==> config.mk <==
export PLATFORM = sky130hd
export DESIGN_NAME = div_258x130_seq
export DESIGN_NICKNAME = d
export VERILOG_FILES = /design/src/rtl/mp_arith_pkg.sv /design/src/rtl/div_step.sv /design/src/rtl/div_258x130_seq.sv
export SDC_FILE = /design/constraint.sdc
export NUM_CORES = 2
export LEC_CHECK = 0
export CAP_MARGIN = 20
export CELL_PAD_IN_SITES_DETAIL_PLACEMENT = 1
export CELL_PAD_IN_SITES_GLOBAL_PLACEMENT = 2
export CORE_AREA = 8 8 411 413
export DETAILED_ROUTE_END_ITERATION = 16
export DIE_AREA = 0 0 419 421
export GPL_TIMING_DRIVEN = 0
export HOLD_SLACK_MARGIN = 0.1
export PLACE_DENSITY = 0.84
export SYNTH_ARGS = -nofsm -noshare
export SYNTH_HDL_FRONTEND = slang
export SYNTH_HIERARCHICAL = 1
export SYNTH_SLANG_ARGS = --single-unit
==> constraint.sdc <==
create_clock -name clk -period 12.39 [get_ports clk]
set_clock_uncertainty 0.1 [all_clocks]
set_input_delay 2.478 -clock clk [delete_from_list [all_inputs] [get_ports clk]]
set_output_delay 2.478 -clock clk [all_outputs]
set_load 0.05 [all_outputs]
==> src/rtl/mp_arith_pkg.sv <==
// Shared widths, types and helpers for the multi-precision arithmetic blocks
// (limb multiplier and sequential divider).
package mp_arith_pkg;

  localparam int N_BITS = 258;
  localparam int D_BITS = 130;

  // Poly1305 prime 2^130 - 5, the usual reduction modulus fed to the divider.
  localparam logic [D_BITS-1:0] P1305 = {D_BITS{1'b1}} - D_BITS'(4);

  typedef logic [N_BITS-1:0] dividend_t;
  typedef logic [D_BITS-1:0] divisor_t;
  typedef logic [D_BITS:0]   rem_t;

  typedef enum logic [1:0] {
    ST_IDLE,
    ST_RUN,
    ST_EARLY
  } div_state_t;

  function automatic int ceil_div(input int a, input int b);
    return (a + b - 1) / b;
  endfunction

endpackage

==> src/rtl/div_step.sv <==
// One combinational restoring-division step: shift in a dividend bit and
// subtract the divisor when it fits, producing one quotient bit.
module div_step
  import mp_arith_pkg::*;
(
  input  logic [D_BITS-1:0] rem_i,
  input  logic [D_BITS-1:0] divisor_i,
  input  logic              bit_i,
  output logic [D_BITS-1:0] rem_o,
  output logic              qbit_o
);

  rem_t              shifted;
  logic [D_BITS+1:0] diff;

  assign shifted = {rem_i, bit_i};
  assign diff    = {1'b0, shifted} - {2'b00, divisor_i};

  // No borrow means shifted >= divisor; the difference is then below the
  // divisor, so bit D_BITS of it is zero as well.
  assign qbit_o = (diff[D_BITS+1:D_BITS] == 2'b00);
  assign rem_o  = qbit_o ? diff[D_BITS-1:0] : shifted[D_BITS-1:0];

endmodule

==> src/rtl/div_258x130_seq.sv <==
// Sequential restoring divider, 258-bit / 130-bit, BITS_PER_CYCLE bits per clock.
// Optional macro DIV_EARLY_EXIT_EN: finish in one cycle when dividend < divisor.
module div_258x130_seq
  import mp_arith_pkg::*;
#(
  parameter int BITS_PER_CYCLE = 2
) (
  input  logic              clk,
  input  logic              reset_n,
  input  logic              start,
  input  logic [N_BITS-1:0] dividend_in,
  input  logic [D_BITS-1:0] divisor_in,
  output logic [N_BITS-1:0] quotient_out,
  output logic [D_BITS-1:0] remainder_out,
  output logic              busy,
  output logic              done,
  output logic              div_by_zero
);

  localparam int CYCLES = ceil_div(N_BITS, BITS_PER_CYCLE);
  localparam int W      = CYCLES * BITS_PER_CYCLE;
  localparam int CNT_W  = $clog2(CYCLES + 1);

  div_state_t        state_q, state_d;
  logic [W-1:0]      dq_q, dq_d, dq_step;
  logic [D_BITS-1:0] rem_q, rem_d;
  logic [D_BITS-1:0] dvs_q, dvs_d;
  logic [CNT_W-1:0]  cnt_q, cnt_d;
  logic              zdiv_q, zdiv_d;
  logic [N_BITS-1:0] quo_q, quo_d;
  logic [D_BITS-1:0] rmd_q, rmd_d;
  logic              dbz_q, dbz_d;
  logic              done_q, done_d;
  logic              early_lt;

  logic [D_BITS-1:0]         rem_chain [BITS_PER_CYCLE+1];
  logic [BITS_PER_CYCLE-1:0] qbits;

  assign rem_chain[0] = rem_q;

  generate
    for (genvar gi = 0; gi < BITS_PER_CYCLE; gi++) begin : g_step
      div_step u_step (
        .rem_i     (rem_chain[gi]),
        .divisor_i (dvs_q),
        .bit_i     (dq_q[W-1-gi]),
        .rem_o     (rem_chain[gi+1]),
        .qbit_o    (qbits[BITS_PER_CYCLE-1-gi])
      );
    end
  endgenerate

  // Dividend bits leave at the top while quotient bits enter at the bottom.
  assign dq_step = {dq_q[W-BITS_PER_CYCLE-1:0], qbits};

`ifdef DIV_EARLY_EXIT_EN
  assign early_lt = (dividend_in < N_BITS'(divisor_in));
`else
  assign early_lt = 1'b0;
`endif

  always_comb begin
    state_d = state_q;
    dq_d    = dq_q;
    rem_d   = rem_q;
    dvs_d   = dvs_q;
    cnt_d   = cnt_q;
    zdiv_d  = zdiv_q;
    quo_d   = quo_q;
    rmd_d   = rmd_q;
    dbz_d   = dbz_q;
    done_d  = 1'b0;
    case (state_q)
      ST_IDLE: begin
        if (start) begin
          dq_d    = W'(dividend_in);
          rem_d   = '0;
          dvs_d   = divisor_in;
          cnt_d   = '0;
          zdiv_d  = (divisor_in == '0);
          state_d = (zdiv_d || early_lt) ? ST_EARLY : ST_RUN;
        end
      end
      ST_RUN: begin
        dq_d  = dq_step;
        rem_d = rem_chain[BITS_PER_CYCLE];
        cnt_d = cnt_q + CNT_W'(1);
        if (cnt_q == CNT_W'(CYCLES - 1)) begin
          quo_d   = dq_step[N_BITS-1:0];
          rmd_d   = rem_chain[BITS_PER_CYCLE];
          dbz_d   = 1'b0;
          done_d  = 1'b1;
          state_d = ST_IDLE;
        end
      end
      ST_EARLY: begin
        quo_d   = zdiv_q ? '1 : '0;
        rmd_d   = dq_q[D_BITS-1:0];
        dbz_d   = zdiv_q;
        done_d  = 1'b1;
        state_d = ST_IDLE;
      end
      default: state_d = ST_IDLE;
    endcase
  end

  always_ff @(posedge clk or negedge reset_n) begin
    if (!reset_n) begin
      state_q <= ST_IDLE;
      dq_q    <= '0;
      rem_q   <= '0;
      dvs_q   <= '0;
      cnt_q   <= '0;
      zdiv_q  <= 1'b0;
      quo_q   <= '0;
      rmd_q   <= '0;
      dbz_q   <= 1'b0;
      done_q  <= 1'b0;
    end else begin
      state_q <= state_d;
      dq_q    <= dq_d;
      rem_q   <= rem_d;
      dvs_q   <= dvs_d;
      cnt_q   <= cnt_d;
      zdiv_q  <= zdiv_d;
      quo_q   <= quo_d;
      rmd_q   <= rmd_d;
      dbz_q   <= dbz_d;
      done_q  <= done_d;
    end
  end

  assign busy          = (state_q != ST_IDLE);
  assign done          = done_q;
  assign quotient_out  = quo_q;
  assign remainder_out = rmd_q;
  assign div_by_zero   = dbz_q;

endmodule

==> results list <==
* Global routing usage summed across all routing layers: 0.3014
- Register area share after synthesis: 0.3853
* R2R depth: 33
- Number of vias after detailed routing: 58,310
- The critical path starts at rem_q[33]$_DFFE_PN0P_.
- Die area: 176,400 sq um
* Core Box Area: 162,000 sq um
* CTS H-tree depth: 3
* Worst min-delay path category: flip-flop to flip-flop
- The worst register-to-register path begins at rem_q[33]$_DFFE_PN0P_.
- The count of buffers added on input and output ports is 781.
- After global routing the overflow that remains totals 0.
* Number of setup violations in the final report: 0
- From left edge to right edge, the die measures 419 microns.
- The count of pins over their slew limit was 0.
- Max Clk Rate: around 86 MHz
- Critical setup path kind: flip-flop to flip-flop
- Via density per instance: 5.648
- After clock tree synthesis, the setup repair step added 0 buffers.
- The tree is rooted in a sky130_fd_sc_hd__clkbuf_16.
* Effective utilization at floorplan: 0.3683
- Critical Path End Type: flip-flop
- DR DRC count: 0
- CTS buffer count: between 100 and 150
- Number of maximum-capacitance constraint violations: 0
- The final number of hold-violating endpoints was 0.
- Fraction of final layout cells with drive strength greater than 1: 0.05961
* Worst vdd rail ir drop: 0.0001118 V
- The library cells used most frequently in the layout, excluding fill and tap cells, are 945 x sky130_fd_sc_hd__nand2_1, 944 x sky130_fd_sc_hd__a21oi_1, 919 x sky130_fd_sc_hd__dfrtp_1.
- For the worst-skew pair, the clock arrives at the later sink with an insertion delay of 0.78 ns.
* Total Wirelength: about 280 mm
- The largest total area in the synthesized netlist belongs to sky130_fd_sc_hd__dfrtp_1.
* Data required, critical path: 12.95 ns
- Row cnt: roughly 150
- For this design the top-level I/O count stands at 782.
- Final worst-path cycle share: 0.9437
- DPL Wire Length: roughly 220 mm
* Areal power density over the cells: 176.6 nW/um^2
- Yosys printed 6 warnings.
- The initial antenna violation count came to 47.
- Reg clk slew, reported paths: 0.07 ns
* Tightest slew margin relative to the limit: 0.2185
- Setup repair after global routing left no endpoint under its margin.
- In the final routed layout, each cell accounts on average for ~27 microns.
- CTS hold repair buffers: 0
- Async set or reset register ratio after synthesis: 1.000
- The worst setup path is launched from a flip-flop.
- Most frequent CP cell: sky130_fd_sc_hd__o21ai_0
* Antenna Violating Nets Remaining: 0
- The first global-routing pass estimated between 400 and 500 mm of wire.
* Actual transition at the worst max-transition pin: 1.162 ns
- Timing endpoint of the critical path: remainder_out[116]$_DFFE_PN0P_
- Setup total negative slack on the finished layout was measured at 0 ns.
- Critical Path Slowest Stage Cell: sky130_fd_sc_hd__nor4_1
* Yosys reg bits: a little over 900
- Cell Count Post-Placement: 10,100
- Most common library cell in the layout ignoring fill and taps: sky130_fd_sc_hd__nand2_1
- Clock tree from TritonCTS: done
- The setup check on the worst reg-to-reg path leaves a slack of about 0.7 ns.
* Clock net sink count: 919
* Total standard cell area after synthesis: 59,680 sq um
- The finished layout holds 10,330 standard cells, fillers aside.
* Via count of the first global-routing pass: 61,220
- Along the worst path, the maximum fanout reaches 10.
- For this run, the detailed router's first-pass iteration total came to 5.
- In this run the critical register-to-register path is captured at remainder_out[116]$_DFFE_PN0P_.
* Worst path arrival time: 12.25 ns
- Number of unique standard cell types used by synthesis: 75
- The run finished with clean final reports.
- Standby leakage power: 31.61 nW
* Global placer's final weighted congestion: 0.9563
- Synth top area cells: sky130_fd_sc_hd__dfrtp_1 39%, sky130_fd_sc_hd__a21oi_1 7.9%, sky130_fd_sc_hd__mux2i_1 6.5%
- Post-layout minimum cycle time: between 10 and 15 ns
- Mapped Cells: 7,122
* Average size of a mapped cell: 8.380 sq um
- After clock tree synthesis, the repair step resized 0 gates.
- In the synthesized netlist the dominant register cell turns out to be sky130_fd_sc_hd__dfrtp_1.
* EDFF count, synth: 0
* Max Buffers Root-to-Sink: 3
- Relative to the synthesized area, the layout overhead comes to 24.51%.
- The largest single stage delay on the critical path is roughly 0.73 ns.
* Number of DRC violations after detailed-routing iteration 0: 3,787
- Final layout net count: slightly below 9,000
- Entering global routing, the biggest net connects 120 pins.
- Synthesis produced a netlist with a net count of 7,780.
* Area fraction of the dominant cell type after synthesis: 0.3853
- DIE HEIGHT: 421 microns
kinds of logic (layout without fill, tap and decap cells):
logic type	count (synthesis)	in the layout	synth area share
adder cells (fa/ha/maj)	267	267	0.05623
XOR/XNOR	252	252	0.03698
multiplexers	545	545	0.09470
other	0	31	0
AND/OR/NAND/NOR	1925	1925	0.1395
buffers and inverters	849	1846	0.06000
AO/OA/AOI/OAI	2365	2365	0.2272
flip-flops	919	919	0.3853
cell usage after synthesis, types with 106 or more instances:
library cell / n
sky130_fd_sc_hd__clkbuf_1: 395
sky130_fd_sc_hd__inv_1: 346
sky130_fd_sc_hd__mux2i_1: 390
sky130_fd_sc_hd__nand4_1: 169
sky130_fd_sc_hd__mux2_2: 154
sky130_fd_sc_hd__xnor2_1: 134
sky130_fd_sc_hd__nand2_1: 945
sky130_fd_sc_hd__o21ai_0: 526
sky130_fd_sc_hd__ha_1: 265
sky130_fd_sc_hd__a21o_1: 106
sky130_fd_sc_hd__a21oi_1: 944
sky130_fd_sc_hd__nor2_1: 525
sky130_fd_sc_hd__a22o_1: 137
sky130_fd_sc_hd__xor2_1: 118
sky130_fd_sc_hd__dfrtp_1: 919
sky130_fd_sc_hd__o21ai_1: 343
routing by layer:
layer | vias up | wire [microns] | GRT usage
met1 | 29510 | 120600 | 0.3913
met4 | 24 | 11110 | 0.1110
met3 | 394 | 14960 | 0.05311
li1 | 26920 | - | -
met2 | 1465 | 130300 | 0.5019
met5 | - | 157 | 0
how the worst min path moves through the flow:
stage	cells after the start	from	slack [ns]	to
after floorplan	2	zdiv_q$_DFFE_PN0P_	0.34	zdiv_q$_DFFE_PN0P_
after global placement	2	zdiv_q$_DFFE_PN0P_	0.35	zdiv_q$_DFFE_PN0P_
after detailed placement	2	zdiv_q$_DFFE_PN0P_	0.37	zdiv_q$_DFFE_PN0P_
after CTS	2	zdiv_q$_DFFE_PN0P_	0.38	zdiv_q$_DFFE_PN0P_
after global routing	2	remainder_out[78]$_DFFE_PN0P_	0.40	remainder_out[78]$_DFFE_PN0P_
final	2	zdiv_q$_DFFE_PN0P_	0.38	zdiv_q$_DFFE_PN0P_
area by class of cell:
cell class | instances | area [sq um]
plain buffers | 502 | 2288
fillers | 19110 | 87720
diodes | 31 | 77.57
repair buffers | 805 | 8198
clock inverters | 37 | 510.5
well taps | 2175 | 2721
flip-flops and latches | 919 | 23000
multi-input cells | 5354 | 33130
clock buffers | 155 | 3087
inverters | 347 | 1303
flip-flops by register name, indices dropped and copies added (netlist names):
| name | flops |
|---|---|
| cnt_q | 8 |
| div_by_zero | 1 |
| done | 1 |
| dq_q | 258 |
| dvs_q | 130 |
| quotient_out | 258 |
| rem_q | 130 |
| remainder_out | 130 |
| state_q | 2 |
| zdiv_q | 1 |
report_power, final:
part	leakage [nW]	internal [mW]	switching (mW)
sequential	11.7	3.64	0.769
combinational	18.1	1.98	3.46
clock	1.76	1.85	1.42
total	31.6	7.47	5.65
critical path, delay by kind of cell (launching register included):
kind,cells,cell delay (ns)
buffers and inverters,5,1.53
multiplexers,1,0.16
AO/OA/AOI/OAI,16,5.85
AND/OR/NAND/NOR,8,2.79
XOR/XNOR,1,0.13
adder cells (fa/ha/maj),2,0.53
flip-flops,1,0.42
metrics by stage:
step | utilization | cell area, sq um | hold slack [ns] | setup WS [ns] | power [mW]
3_3_place_gp | 0.4334 | 70220 | 0.3535 | -34.88 | 9.634
5_1_grt | 0.4584 | 74280 | 0.4021 | 0.3610 | 13.92
2_1_floorplan | - | 59680 | 0.3418 | 4.935 | 7.925
3_5_place_dp | 0.4358 | 70620 | 0.3652 | 0.7029 | 9.814
4_1_cts | 0.4580 | 74210 | 0.3794 | 0.5981 | 13.15
6_report | 0.4586 | 74310 | 0.3802 | 0.6972 | 13.12
Note: power is estimated with default switching activity, not from simulation.
